`config.mk`:
```
export PLATFORM = sky130hd
export DESIGN_NAME = ps2_key_decoder
export DESIGN_NICKNAME = d
export VERILOG_FILES = /design/src/rtl/ps2_key_decoder_pkg.sv /design/src/rtl/ps2_key_decoder_rx.sv /design/src/rtl/ps2_key_decoder.sv
export SDC_FILE = /design/constraint.sdc
export NUM_CORES = 1
export LEC_CHECK = 0
export BUFFER_PORTS_ARGS = -buffer_cell sky130_fd_sc_hd__clkbuf_2
export CAP_MARGIN = 20
export CORE_MARGIN = 5
export CORE_UTILIZATION = 50
export CTS_BUF_LIST = sky130_fd_sc_hd__clkbuf_16
export DETAILED_ROUTE_END_ITERATION = 16
export HOLD_SLACK_MARGIN = 0.03
export PLACE_DENSITY = 0.78
export SLEW_MARGIN = 20
export SYNTH_ARGS = -nofsm -noshare
export SYNTH_HDL_FRONTEND = slang
export SYNTH_HIERARCHICAL = 1
export SYNTH_SLANG_ARGS = --single-unit
```
`constraint.sdc`:
```
create_clock -name CLOCK_50 -period 2.6 [get_ports CLOCK_50]
set_input_delay 0.26 -clock CLOCK_50 [delete_from_list [all_inputs] [get_ports CLOCK_50]]
set_output_delay 0.26 -clock CLOCK_50 [all_outputs]
set_load 0.01 [all_outputs]
```
`src/rtl/ps2_key_decoder_pkg.sv`:
```
// Shared constants for the PS/2 key decoder: scan codes, player key codes and the scan-code map.
package ps2_key_decoder_pkg;

    localparam int SC_W = 8;

    localparam logic [4:0] IDLE_CODE_DEF = 5'd31;

    localparam logic [SC_W-1:0] SC_EXT     = 8'hE0;
    localparam logic [SC_W-1:0] SC_BRK     = 8'hF0;
    localparam logic [SC_W-1:0] SC_P1_UP   = 8'h1D;
    localparam logic [SC_W-1:0] SC_P1_DOWN = 8'h1B;
    localparam logic [SC_W-1:0] SC_P1_LEFT = 8'h1C;
    localparam logic [SC_W-1:0] SC_P1_RGHT = 8'h23;
    localparam logic [SC_W-1:0] SC_ARR_UP  = 8'h75;
    localparam logic [SC_W-1:0] SC_ARR_DN  = 8'h72;
    localparam logic [SC_W-1:0] SC_ARR_LF  = 8'h6B;
    localparam logic [SC_W-1:0] SC_ARR_RT  = 8'h74;
    localparam logic [SC_W-1:0] SC_P3_UP   = 8'h43;
    localparam logic [SC_W-1:0] SC_P3_DOWN = 8'h42;
    localparam logic [SC_W-1:0] SC_P3_LEFT = 8'h3B;
    localparam logic [SC_W-1:0] SC_P3_RGHT = 8'h4B;
    localparam logic [SC_W-1:0] SC_KP_DOWN = 8'h73;
    localparam logic [SC_W-1:0] SC_SPACE   = 8'h29;

    localparam logic [4:0] KC_P1_UP   = 5'd0;
    localparam logic [4:0] KC_P1_DOWN = 5'd1;
    localparam logic [4:0] KC_P1_LEFT = 5'd2;
    localparam logic [4:0] KC_P1_RGHT = 5'd3;
    localparam logic [4:0] KC_P2_UP   = 5'd4;
    localparam logic [4:0] KC_P2_DOWN = 5'd5;
    localparam logic [4:0] KC_P2_LEFT = 5'd6;
    localparam logic [4:0] KC_P2_RGHT = 5'd7;
    localparam logic [4:0] KC_P3_UP   = 5'd8;
    localparam logic [4:0] KC_P3_DOWN = 5'd9;
    localparam logic [4:0] KC_P3_LEFT = 5'd10;
    localparam logic [4:0] KC_P3_RGHT = 5'd11;
    localparam logic [4:0] KC_P4_UP   = 5'd12;
    localparam logic [4:0] KC_P4_DOWN = 5'd13;
    localparam logic [4:0] KC_P4_LEFT = 5'd14;
    localparam logic [4:0] KC_P4_RGHT = 5'd15;
    localparam logic [4:0] KC_RESET   = 5'd16;

    typedef enum logic [1:0] {RX_IDLE, RX_SHIFT, RX_CHECK} rxState_t;

    typedef struct packed {
        logic       hit;
        logic [4:0] code;
    } keyMap_t;

    // Player 2 (arrows) and player 4 (keypad) share the same low byte; only the E0 prefix separates them.
    function automatic keyMap_t mapScanCode(input logic ext, input logic [SC_W-1:0] sc);
        keyMap_t m;
        m.hit  = 1'b1;
        m.code = IDLE_CODE_DEF;
        if (ext) begin
            case (sc)
                SC_ARR_UP: m.code = KC_P2_UP;
                SC_ARR_DN: m.code = KC_P2_DOWN;
                SC_ARR_LF: m.code = KC_P2_LEFT;
                SC_ARR_RT: m.code = KC_P2_RGHT;
                default:   m.hit  = 1'b0;
            endcase
        end else begin
            case (sc)
                SC_P1_UP:   m.code = KC_P1_UP;
                SC_P1_DOWN: m.code = KC_P1_DOWN;
                SC_P1_LEFT: m.code = KC_P1_LEFT;
                SC_P1_RGHT: m.code = KC_P1_RGHT;
                SC_P3_UP:   m.code = KC_P3_UP;
                SC_P3_DOWN: m.code = KC_P3_DOWN;
                SC_P3_LEFT: m.code = KC_P3_LEFT;
                SC_P3_RGHT: m.code = KC_P3_RGHT;
                SC_ARR_UP:  m.code = KC_P4_UP;
                SC_KP_DOWN: m.code = KC_P4_DOWN;
                SC_ARR_LF:  m.code = KC_P4_LEFT;
                SC_ARR_RT:  m.code = KC_P4_RGHT;
                SC_SPACE:   m.code = KC_RESET;
                default:    m.hit  = 1'b0;
            endcase
        end
        return m;
    endfunction

endpackage

```
`src/rtl/ps2_key_decoder_rx.sv`:
```
// PS/2 frame receiver: pin synchronisers, falling-edge detect, frame FSM with inter-edge timeout.
module ps2_key_decoder_rx
    import ps2_key_decoder_pkg::*;
#(
    parameter int TIMEOUT_CYCLES = 10000
) (
    input  logic            clock_i,
    input  logic            reset_i,
    input  logic            ps2Clk_i,
    input  logic            ps2Dat_i,
    output logic [SC_W-1:0] byte_o,
    output logic            byteOk_o,
    output logic            byteErr_o
);

    localparam int CNT_W = $clog2(TIMEOUT_CYCLES + 1);

    logic [1:0]      clkSync_q;
    logic [1:0]      datSync_q;
    logic            clkPrev_q;
    rxState_t        state_q;
    logic [3:0]      bitCnt_q;
    logic [8:0]      shift_q;
    logic [CNT_W-1:0] timer_q;
    logic [SC_W-1:0] byte_q;
    logic            ok_q;
    logic            err_q;

    logic fall;
    logic datBit;

    assign fall      = clkPrev_q & ~clkSync_q[1];
    assign datBit    = datSync_q[1];
    assign byte_o    = byte_q;
    assign byteOk_o  = ok_q;
    assign byteErr_o = err_q;

    // Lines idle high, so synchronisers reset to 1 to avoid a phantom edge after reset.
    always_ff @(posedge clock_i or posedge reset_i) begin
        if (reset_i) begin
            clkSync_q <= 2'b11;
            datSync_q <= 2'b11;
            clkPrev_q <= 1'b1;
        end else begin
            clkSync_q <= {clkSync_q[0], ps2Clk_i};
            datSync_q <= {datSync_q[0], ps2Dat_i};
            clkPrev_q <= clkSync_q[1];
        end
    end

    always_ff @(posedge clock_i or posedge reset_i) begin
        if (reset_i) begin
            state_q  <= RX_IDLE;
            bitCnt_q <= '0;
            shift_q  <= '0;
            timer_q  <= '0;
            byte_q   <= '0;
            ok_q     <= 1'b0;
            err_q    <= 1'b0;
        end else begin
            ok_q  <= 1'b0;
            err_q <= 1'b0;
            case (state_q)
                RX_IDLE: begin
                    timer_q <= '0;
                    if (fall && !datBit) begin
                        state_q  <= RX_SHIFT;
                        bitCnt_q <= '0;
                    end
                end
                RX_SHIFT: begin
                    if (fall) begin
                        timer_q <= '0;
                        if (bitCnt_q == 4'd9) begin
                            // Validity is decided on the stop edge so ok/err are registered for the CHECK cycle.
                            state_q <= RX_CHECK;
                            if ((^shift_q) && datBit) begin
                                ok_q   <= 1'b1;
                                byte_q <= shift_q[7:0];
                            end else begin
                                err_q <= 1'b1;
                            end
                        end else begin
                            shift_q  <= {datBit, shift_q[8:1]};
                            bitCnt_q <= bitCnt_q + 4'd1;
                        end
                    end else if (timer_q == CNT_W'(TIMEOUT_CYCLES)) begin
                        state_q <= RX_IDLE;
                        err_q   <= 1'b1;
                    end else begin
                        timer_q <= timer_q + CNT_W'(1);
                    end
                end
                RX_CHECK: state_q <= RX_IDLE;
                default:  state_q <= RX_IDLE;
            endcase
        end
    end

endmodule

```
`src/rtl/ps2_key_decoder.sv`:
```
// PS/2 keyboard to player key code: E0/F0 prefix tracking, scan-code map and held-key register.
module ps2_key_decoder
    import ps2_key_decoder_pkg::*;
#(
    parameter int         TIMEOUT_CYCLES = 10000,
    parameter logic [4:0] IDLE_CODE      = IDLE_CODE_DEF
) (
    input  logic            CLOCK_50,
    input  logic            reset,
    input  logic            PS2_CLK,
    input  logic            PS2_DAT,
    output logic [4:0]      KEY_PRESSED,
    output logic            key_valid,
    output logic            frame_error,
    output logic [SC_W-1:0] scan_code
);

    logic [SC_W-1:0] rxByte;
    logic            rxOk;
    logic            rxErr;
    keyMap_t         lookup;

    logic [4:0]      key_q;
    logic            valid_q;
    logic            ferr_q;
    logic [SC_W-1:0] scan_q;
    logic            ext_q;
    logic            brk_q;

    ps2_key_decoder_rx #(
        .TIMEOUT_CYCLES(TIMEOUT_CYCLES)
    ) u_rx (
        .clock_i  (CLOCK_50),
        .reset_i  (reset),
        .ps2Clk_i (PS2_CLK),
        .ps2Dat_i (PS2_DAT),
        .byte_o   (rxByte),
        .byteOk_o (rxOk),
        .byteErr_o(rxErr)
    );

    always_comb begin
        lookup = mapScanCode(ext_q, rxByte);
    end

    assign KEY_PRESSED = key_q;
    assign key_valid   = valid_q;
    assign frame_error = ferr_q;
    assign scan_code   = scan_q;

    always_ff @(posedge CLOCK_50 or posedge reset) begin
        if (reset) begin
            key_q   <= IDLE_CODE;
            valid_q <= 1'b0;
            ferr_q  <= 1'b0;
            scan_q  <= '0;
            ext_q   <= 1'b0;
            brk_q   <= 1'b0;
        end else begin
            valid_q <= 1'b0;
            ferr_q  <= 1'b0;
            if (rxErr) begin
                ferr_q <= 1'b1;
                ext_q  <= 1'b0;
                brk_q  <= 1'b0;
            end else if (rxOk) begin
                scan_q <= rxByte;
                if (rxByte == SC_EXT) begin
                    ext_q <= 1'b1;
                end else if (rxByte == SC_BRK) begin
                    brk_q <= 1'b1;
                end else begin
                    ext_q <= 1'b0;
                    brk_q <= 1'b0;
                    // Only the held key's own break releases it; a make always re-announces itself.
                    if (lookup.hit) begin
                        if (!brk_q) begin
                            key_q   <= lookup.code;
                            valid_q <= 1'b1;
                        end else if (lookup.code == key_q) begin
                            key_q <= IDLE_CODE;
                        end
                    end
                end
            end
        end
    end

endmodule
```
==> results of run 1 <==
==> metrics by stage <==
| step | hold slack [ns] | util [%] | cells |
|---|---|---|---|
| floorplan | 0.182 | - | 342 |
| finish | 0.352 | 58.6 | 473 |
| global route | 0.356 | 58.6 | 473 |
| detailed placement | 0.347 | 53.5 | 454 |
| global placement | 0.346 | 53.5 | 454 |
| CTS | 0.354 | 58.5 | 473 |
==> cell type report <==
cell class	instances	area [um^2]	share of cell area (%)
clock inverter	7	97.6	2.33
tap	99	124	2.96
inverter	20	75.1	1.79
sequential	61	1540	36.8
timing repair buffer	30	188	4.49
clock buffer	9	225	5.38
multi-input combinational	247	1930	46.2
==> metal layers <==
metal | part of all wire [%] | GRT usage (%) | up-vias
li1 | - | - | 1338
met1 | 46 | 24.9 | 1384
met2 | 49 | 30.3 | 68
met3 | 4.2 | 4.03 | 9
met4 | 1.2 | 6.97 | 0
met5 | 0 | 0 | -
==> cells in the final DEF (no fill, tap or decap), types with 5 or more instances in the layout <==
| cell | n |
|---|---|
| dfstp_2 | 10 |
| clkbuf_16 | 9 |
| o21ai_0 | 13 |
| inv_1 | 19 |
| a21oi_1 | 10 |
| nor2_1 | 7 |
| clkbuf_2 | 18 |
| nand4_1 | 8 |
| mux2_2 | 25 |
| nor3b_1 | 5 |
| and3_1 | 5 |
| nand3_1 | 14 |
| nand2b_1 | 7 |
| dfrtp_1 | 50 |
| a22o_1 | 6 |
| buf_4 | 9 |
| nand2_1 | 31 |
| mux2i_1 | 8 |
==> timing repair <==
item	in CTS	in global routing
endpoints found under the hold margin	12	0
resized for setup	0	2
hold buffers	3	0
endpoints found under the setup margin	0	5
==> flip-flops by register name, indices dropped and copies added, names as in the netlist, 2 cells and up <==
| signal | count |
|---|---|
| u_rx/timer_q | 14 |
| u_rx/bitCnt_q | 4 |
| u_rx/state_q | 2 |
| u_rx/clkSync_q | 2 |
| u_rx/shift_q | 9 |
| u_rx/byte_o | 8 |
| u_rx/datSync_q | 2 |
| scan_code | 8 |
| KEY_PRESSED | 5 |
==> worst min-delay path by stage <==
stage	from	to	slack [ns]	depth (start not counted)
final	u_rx/clkSync_q[0]	u_rx/clkSync_q[1]	0.35	0
after global routing	u_rx/clkSync_q[0]	u_rx/clkSync_q[1]	0.36	0
after CTS	u_rx/clkSync_q[0]	u_rx/clkSync_q[1]	0.35	0
after detailed placement	u_rx/datSync_q[0]	u_rx/datSync_q[1]	0.35	0
after global placement	u_rx/datSync_q[0]	u_rx/datSync_q[1]	0.35	0
after floorplan	reset	brk_q	0.18	1
==> cell families (layout without fill, tap and decap cells) <==
group | after synthesis | count (layout) | share of synthesized area (%)
multiplexers | 34 | 34 | 10.4
buffers and inverters | 34 | 66 | 4.29
AND/OR/NAND/NOR | 130 | 130 | 22.8
AO/OA/AOI/OAI | 68 | 68 | 14.8
flip-flops | 61 | 61 | 42.5
adder cells (fa/ha/maj) | 4 | 4 | 1.38
XOR/XNOR | 11 | 11 | 3.84
==> power breakdown <==
group	switching, mW	internal, mW	total [mW]
registers	0.135	1.05	1.19
clock network	0.430	0.841	1.27
logic	0.252	0.322	0.574
total	0.816	2.22	3.03
==> worst max-delay path, delay by kind of cell (launching register included) <==
| kind | cells | cell delay [ns] |
|---|---|---|
| compound gates | 3 | 0.82 |
| simple gates | 4 | 1.06 |
| flops | 1 | 0.53 |
==> metrics, run 1 <==
result of the run complete, no violations; main flop type after synthesis dfrtp_1; total power 3.03 mW; crit path launch u_rx/byte_o[4]; core area 7140 um^2; Routed WL 7.64 mm; endpoints failing setup 0; HP Class reg -> reg; clk slew on worst S/H paths 0.06 ns; Post-synth top cells dfrtp_1 (51), nand2_1 (31), mux2_2 (25); setup TNS 0 ns; Fillers 620; Synth Register Bits 61; # port buffers 18; number of synthesized flops with an enable pin 0; Area Overhead vs Synth 15.6%; Die Wd 95.1 um; Chip Height 95.1 um; most common cell in the synthesized netlist dfrtp_1; Worst-Skew Late Latency 0.33 ns; worst vdd ir 0.397 mV; worst reg2reg path depth 7; leading area contributor after synthesis dfrtp_1; initial DRC count 126; Worst EP arrival 2.74 ns; first-pass GRT wire length 13.5 mm; htree depth 3; clock sinks 61; cts bufs inserted 9; drt via density 5.92; FF-to-FF setup slack 0.11 ns; Max clock buf depth 2; R2R Path Start u_rx/byte_o[4]; reg2reg end KEY_PRESSED[0]; sequential area share after synthesis 42.5%; CP peak stage delay 0.53 ns; Yosys top cell area share 35.3%; Starting Density 50.7%; setup ws final 0.108 ns; CP Class reg -> reg; worst-margin pin slew 0.866 ns; GPL Wtd Cong 0.944; Pre-antenna DRT Iters 4; CTS tree built; pin count of the biggest net entering global routing 25; PwrDens 725 nW/um^2; RSZ-0062 raised after global routing no; vias in the first global route 2851; final period utilization 95.8%; clk root buf clkbuf_16; Async SR Flop Fraction 100%; crit path time final 2.49 ns; # diodes 0; GRT Residual Overflow 0; WL per Instance 16.2 um; Post-CTS Setup Bufs 0; final instance area 4180 um^2; Total GRT Usage 18.8%; CP Capture Type flop; WP data required 2.85 ns; initial antenna violation count 0; LEAKAGE 1.85 nW; slowest stage cell on the critical path dfrtp_1; Worst Path Max Fanout 16; Final ANT Viol Nets 0; Ports 19; Max Cap Viol 0; die area 9040 um^2; DPL Wire Length 5.32 mm; pre-CTS setup slack 0.109 ns; crit path cell chain or3b_1 > a2111o_1 > nand2_4 > nor3_2 > nor4b_2 > o2111ai_4 > o211ai_2; area of the mapped netlist 3620 um^2; Syn Area/Cell 10.6 um^2; Yosys cell types 75; Rows 31; top post-synthesis cells by area dfrtp_1 (35%), mux2_2 (7.8%), dfstp_2 (7.3%); synthesized instance count 342; slew margin rel. 41.9%; share of layout cells above drive strength 1 27.3%; Placed Instance Area 3820 um^2; Synth warnings 6; Highest Clock Rate 401 MHz; crit path to KEY_PRESSED[0]; Net Count, Synth 350; DRC violations left 0; Max Transition Viols Final 0; final net count 377; Via Count 2799; final hold viol count 0; crit path launch type flop; Layout Skew 0.0125 ns
No activity file was read; power rests on OpenSTA's default activity.
==> inputs of run 2 (changes only) <==
--- a/config.mk
+++ b/config.mk
@@ -5,7 +5,7 @@
 export SDC_FILE = /design/constraint.sdc
 export NUM_CORES = 1
 export LEC_CHECK = 0
-export BUFFER_PORTS_ARGS = -buffer_cell sky130_fd_sc_hd__clkbuf_2
+export BUFFER_PORTS_ARGS = -buffer_cell sky130_fd_sc_hd__buf_2
 export CAP_MARGIN = 20
 export CORE_MARGIN = 5
 export CORE_UTILIZATION = 50
==> run 2 against run 1 <==
- final cell count fell by 0.21%
- count of clock-buffer cells in the layout did not move
- die area did not move
==> metrics, run 2 (same netlist as run 1, synthesis figures left out) <==
Fillers 633 (+2.1%); PwrDens 684 nW/um^2 (-5.7%); LEAKAGE 1.83 nW (-0.63%); DRC violations left 0 (unchanged); endpoints failing setup 0 (unchanged); Highest Clock Rate 417 MHz (+4.0%); Final ANT Viol Nets 0 (unchanged); GPL Wtd Cong 0.909 (-3.7%); result of the run complete, no violations; pin count of the biggest net entering global routing 29 (+16%); clk slew on worst S/H paths 0.06 ns (about the same); Pre-antenna DRT Iters 4 (unchanged); crit path time final 2.40 ns (-0.0949 ns); total power 2.82 mW (-7.0%); Max Cap Viol 0 (unchanged); Layout Skew 0.00685 ns (-0.00567 ns); HP Class in -> async; htree depth 3 (unchanged); Ports 19 (unchanged); clk root buf clkbuf_16; commonest non-fill, non-tap cell in the layout dfrtp_1; most frequent cells in the layout dfrtp_1 (48), nand2_1 (31), mux2_2 (25); initial antenna violation count 0 (unchanged); final net count 376 (-0.27%); Starting Density 50.7% (unchanged); WL per Instance 15.9 um (-1.8%); first-pass GRT wire length 12.5 mm (-7.2%); RSZ-0062 raised after global routing no; slew margin rel. 52.8% (+11 points); # port buffers 18 (unchanged); Chip Height 95.1 um (unchanged); worst vdd ir 0.483 mV (+22%); drt via density 5.80 (-1.9%); CP Capture Type flop; final period utilization 92.2% (-3.6 points); max FFs per register 14 (unchanged); largest registers u_rx/timer_q: 14 flops, u_rx/shift_q: 9 flops; vias in the first global route 2561 (-10%); WP data required 2.84 ns (about the same); final hold viol count 0 (unchanged); # diodes 0 (unchanged); Rows 31 (unchanged); WHS 0.000855 ns (-0.351 ns); core area 7140 um^2 (unchanged); Largest Register u_rx/timer_q; crit path launch type flop; Via Count 2739 (-2.1%); setup TNS 0 ns (unchanged); Area Overhead vs Synth 14.0%; initial DRC count 111 (-12%); clock sinks 61 (unchanged); CTS tree built; cts bufs inserted 9 (unchanged); Die Wd 95.1 um (unchanged); Routed WL 7.49 mm (-2.0%); Max clock buf depth 2 (unchanged); Worst EP arrival 2.64 ns (-0.10 ns); share of layout cells above drive strength 1 28.4% (+1.1 points); Post-CTS Setup Bufs 0 (unchanged); die area 9040 um^2 (unchanged); worst-margin pin slew 0.708 ns (-0.159 ns); CP Class reg -> reg; Worst Path Max Fanout 18 (+2); Worst-Skew Late Latency 0.32 ns (about the same); Max Transition Viols Final 0 (unchanged); DPL Wire Length 5.27 mm (-1.1%); Total GRT Usage 17.9% (-0.84 points); GRT Residual Overflow 0 (unchanged)
## run 2: changes by cell type in the layout (fill, tap and decap cells not counted)
| cell | change |
|---|---|
| clkinv_4 | -1 |
| buf_2 | +18 |
| nor3b_2 | +1 |
| dlygate4sd3_1 | -1 |
| inv_6 | -1 |
| clkbuf_2 | -18 |
| clkinv_2 | +3 |
| clkinvlp_4 | +1 |
| dfrtp_2 | +2 |
| inv_2 | +1 |
| clkinv_1 | -1 |
| dfrtp_1 | -2 |
| bufinv_16 | -2 |
| nor3b_1 | -1 |
## run 2: area by class of cell
class / count / area [um^2] / share of cell area [%]
Multi-Input combinational cell: 247 / 1940 / 47.0
Sequential cell: 61 / 1540 / 37.4
Clock buffer: 9 / 225 / 5.46
Timing Repair Buffer: 29 / 178 / 4.31
Tap cell: 99 / 124 / 3.00
Inverter: 20 / 75.1 / 1.82
Clock inverter: 7 / 42.5 / 1.03
## run 2: critical path, stage by stage, from the launching register on
cell and delay (ns):
dfrtp_2 0.50, or3b_1 0.38, a2111o_1 0.49, nand2_4 0.13, o311ai_2 0.15, nor4_2 0.36
o2111ai_4 0.18, o211ai_2 0.12
## run 2: routing by layer
| metal | part of all wire [%] | GRT usage, % | vias to the layer above |
|---|---|---|---|
| li1 | - | - | 1331 |
| met1 | 46 | 23.5 | 1334 |
| met2 | 48 | 28.5 | 63 |
| met3 | 4.6 | 4.66 | 11 |
| met4 | 1.5 | 6.97 | 0 |
| met5 | 0 | 0 | - |
## run 2: worst paths after layout
check / startpoint / to / slack [ns] / cells past startpoint
max: u_rx/byte_o[5] / KEY_PRESSED[0] / 0.20 / 7
min: reset / u_rx/timer_q[11] / 0.0009 / 2
max reg2reg: u_rx/byte_o[5] / KEY_PRESSED[0] / 0.20 / 7
min reg2reg: u_rx/clkSync_q[0] / u_rx/clkSync_q[1] / 0.35 / 0
max in group asynchronous: reset / u_rx/datSync_q[1] / 1.90 / 3
min in group CLOCK_50: u_rx/clkSync_q[0] / u_rx/clkSync_q[1] / 0.35 / 0
## run 2: repair_timing
item                       4_1_cts  5_1_grt
setup endpoints to repair        0        5
resized for setup                0        5
hold endpoints to repair         2        0
hold buffers                     2        0
## run 2: power by group
group	internal [mW]	total [mW]	switching [mW]	leakage, nW
clock	0.636	1.05	0.419	0.127
combinational	0.321	0.578	0.257	0.916
sequential	1.05	1.19	0.134	0.791
total	2.01	2.82	0.810	1.83
## run 2: metrics by stage
stage | std cells | instance area [um^2] | util [%] | setup WS, ns
final | 472 | 4130 | 57.8 | 0.203
after global routing | 472 | 4130 | 57.8 | 0.00737
after CTS | 472 | 4110 | 57.6 | 0.0728
after detailed placement | 454 | 3820 | 53.5 | 0.0941
after global placement | 454 | 3820 | 53.5 | 0.200
after floorplan | 342 | 3620 | - | 0.399
==> inputs of run 3 (changes only) <==
--- a/config.mk
+++ b/config.mk
@@ -12,7 +12,7 @@
 export CTS_BUF_LIST = sky130_fd_sc_hd__clkbuf_16
 export DETAILED_ROUTE_END_ITERATION = 16
 export HOLD_SLACK_MARGIN = 0.03
-export PLACE_DENSITY = 0.78
+export PLACE_DENSITY = 0.72
 export SLEW_MARGIN = 20
 export SYNTH_ARGS = -nofsm -noshare
 export SYNTH_HDL_FRONTEND = slang
==> run 3 against run 2 <==
- power rose by 1.9%
- global-route usage up 0.57 points
- via count grew 0.66%
- core utilization hardly changed
- count of clock-buffer cells in the layout is the same
- largest power group unchanged
==> metrics, run 3 (same netlist as run 1, synthesis figures left out) <==
result of the run complete, no violations; Worst EP arrival 2.68 ns (+0.04 ns); GPL Wtd Cong 0.881 (-3.1%); crit path launch type flop; htree depth 3 (unchanged); Post-CTS Setup Bufs 0 (unchanged); final net count 376 (unchanged); Placed Instance Area 3810 um^2 (-0.20%); clk root buf clkbuf_16; pre-CTS setup slack 0.104 ns (+0.0100 ns); Area Overhead vs Synth 14.0% (about the same); DRC violations left 0 (unchanged); initial antenna violation count 0 (unchanged); Worst-Skew Late Latency 0.32 ns (about the same); drt via density 5.85 (+0.87%); clock sinks 61 (unchanged); setup TNS 0 ns (unchanged); switching power 779 uW (-3.9%); sw frac 27.1% (-1.6 points); slew margin rel. 47.1% (-5.7 points); CP Capture Type flop; clock share of power 38.5% (+1.1 points); WP data required 2.85 ns (about the same); Layout Skew 0.00939 ns (+0.00253 ns); Largest Register u_rx/timer_q; Final ANT Viol Nets 0 (unchanged); die area 9040 um^2 (unchanged); worst vdd ir 0.467 mV (-3.1%); reg2reg end KEY_PRESSED[0]; Inst Count DP 453 (-0.22%); clk slew on worst S/H paths 0.05 ns (about the same); core area 7140 um^2 (unchanged); CTS tree built; cts bufs inserted 9 (unchanged); most frequent cells in the layout dfrtp_1 (50), nand2_1 (31), mux2_2 (25); Final Non-Filler Cells 471 (-0.21%); Pre-antenna DRT Iters 4 (unchanged); GRT Residual Overflow 0 (unchanged); critical hold path startpoint u_rx/datSync_q[0]; Max Transition Viols Final 0 (unchanged); crit path launch u_rx/byte_o[4]; R2R Path Start u_rx/byte_o[4]; endpoints failing setup 0 (unchanged); DPL Wire Length 5.34 mm (+1.5%); HP Class reg -> reg; RSZ-0062 raised after global routing no; setup ws final 0.164 ns (-0.0384 ns); vias in the first global route 2752 (+7.5%); hold depth 0; WL per Instance 16.0 um (+0.81%); worst-margin pin slew 0.789 ns (+0.0814 ns); Rows 31 (unchanged); Worst Path Max Fanout 14 (-4); crit path time final 2.44 ns (+0.0384 ns); final hold viol count 0 (unchanged); Ports 19 (unchanged); total power 2.87 mW (+1.9%); Power Internal 2.10 mW (+4.2%); Total GRT Usage 18.5% (+0.57 points); # diodes 0 (unchanged); Max Cap Viol 0 (unchanged); Routed WL 7.54 mm (+0.60%); PwrDens 696 nW/um^2 (+1.8%); final instance area 4130 um^2 (about the same); Chip Height 95.1 um (unchanged); largest registers u_rx/timer_q: 14 flops, u_rx/shift_q: 9 flops; Via Count 2757 (+0.66%); Hold Path Sink u_rx/datSync_q[1]; FF-to-FF setup slack 0.16 ns (-0.04 ns); CP Class reg -> reg; worst reg2reg path depth 7 (unchanged); max FFs per register 14 (unchanged); # port buffers 18 (unchanged); Starting Density 50.7% (unchanged); Comb pwr share 20.2% (-0.3 points); Highest Clock Rate 411 MHz (-1.6%); LEAKAGE 1.85 nW (+0.77%); sequential share of power 41.3% (-0.8 points); commonest non-fill, non-tap cell in the layout dfrtp_1; Die Wd 95.1 um (unchanged); final period utilization 93.7% (+1.5 points); pin count of the biggest net entering global routing 24 (-17%); Max clock buf depth 2 (unchanged); share of layout cells above drive strength 1 25.8% (-2.6 points); initial DRC count 177 (+59%); first-pass GRT wire length 13.1 mm (+4.8%)
-- run 3: power groups by stage --
stage	Sequential, mW	Combinational [mW]	Clock [mW]
finish	1.19	0.579	1.11
global route	1.21	0.649	1.17
CTS	1.19	0.586	1.12
detailed placement	1.20	0.580	0
global placement	1.19	0.553	0
floorplan	1.16	0.499	0
-- run 3: what timing repair did --
action	4_1_cts	5_1_grt
hold buffers	2	1
setup endpoints to repair	0	5
resized for setup	0	2
endpoints found under the hold margin	19	1
-- run 3: per-layer routing --
metal,routed length [um],GRT usage [%],vias up
met3,304,2.76,12
met5,0,0,-
met2,3630,30.4,54
met1,3470,24.5,1368
li1,-,-,1323
met4,131,7.57,0
-- run 3: worst max-delay path by stage --
stage                endpoint  slack (ns)  cells past startpoint
2_1_floorplan  KEY_PRESSED[0]        0.40                      8
3_3_place_gp   KEY_PRESSED[0]        0.20                      7
3_5_place_dp   KEY_PRESSED[0]        0.10                      7
4_1_cts        KEY_PRESSED[0]        0.07                      7
5_1_grt        KEY_PRESSED[1]       0.002                      7
6_report       KEY_PRESSED[0]        0.16                      7
-- run 3: area by class of cell --
cell class	count	area, um^2
Clock inverter	6	50.0
Multi-Input combinational cell	247	1930
Timing Repair Buffer	29	180
Tap cell	99	124
Clock buffer	9	225
Sequential cell	61	1540
Fill cell	628	3010
Inverter	20	75.1
-- run 3: worst max-delay path, cell delays in order, from the launching register on --
cell and delay [ns]:
dfrtp_1 0.52, or3b_1 0.41, a2111o_1 0.49, nand2_4 0.13
o311ai_2 0.15, nor4_2 0.36, o2111ai_4 0.19, o211ai_2 0.11
-- run 3: stage by stage --
step           util, %  hold slack (ns)
2_1_floorplan        -            0.182
3_3_place_gp      53.4            0.345
3_5_place_dp      53.4            0.353
4_1_cts           57.6           0.0314
5_1_grt           57.8            0.363
6_report          57.8            0.357
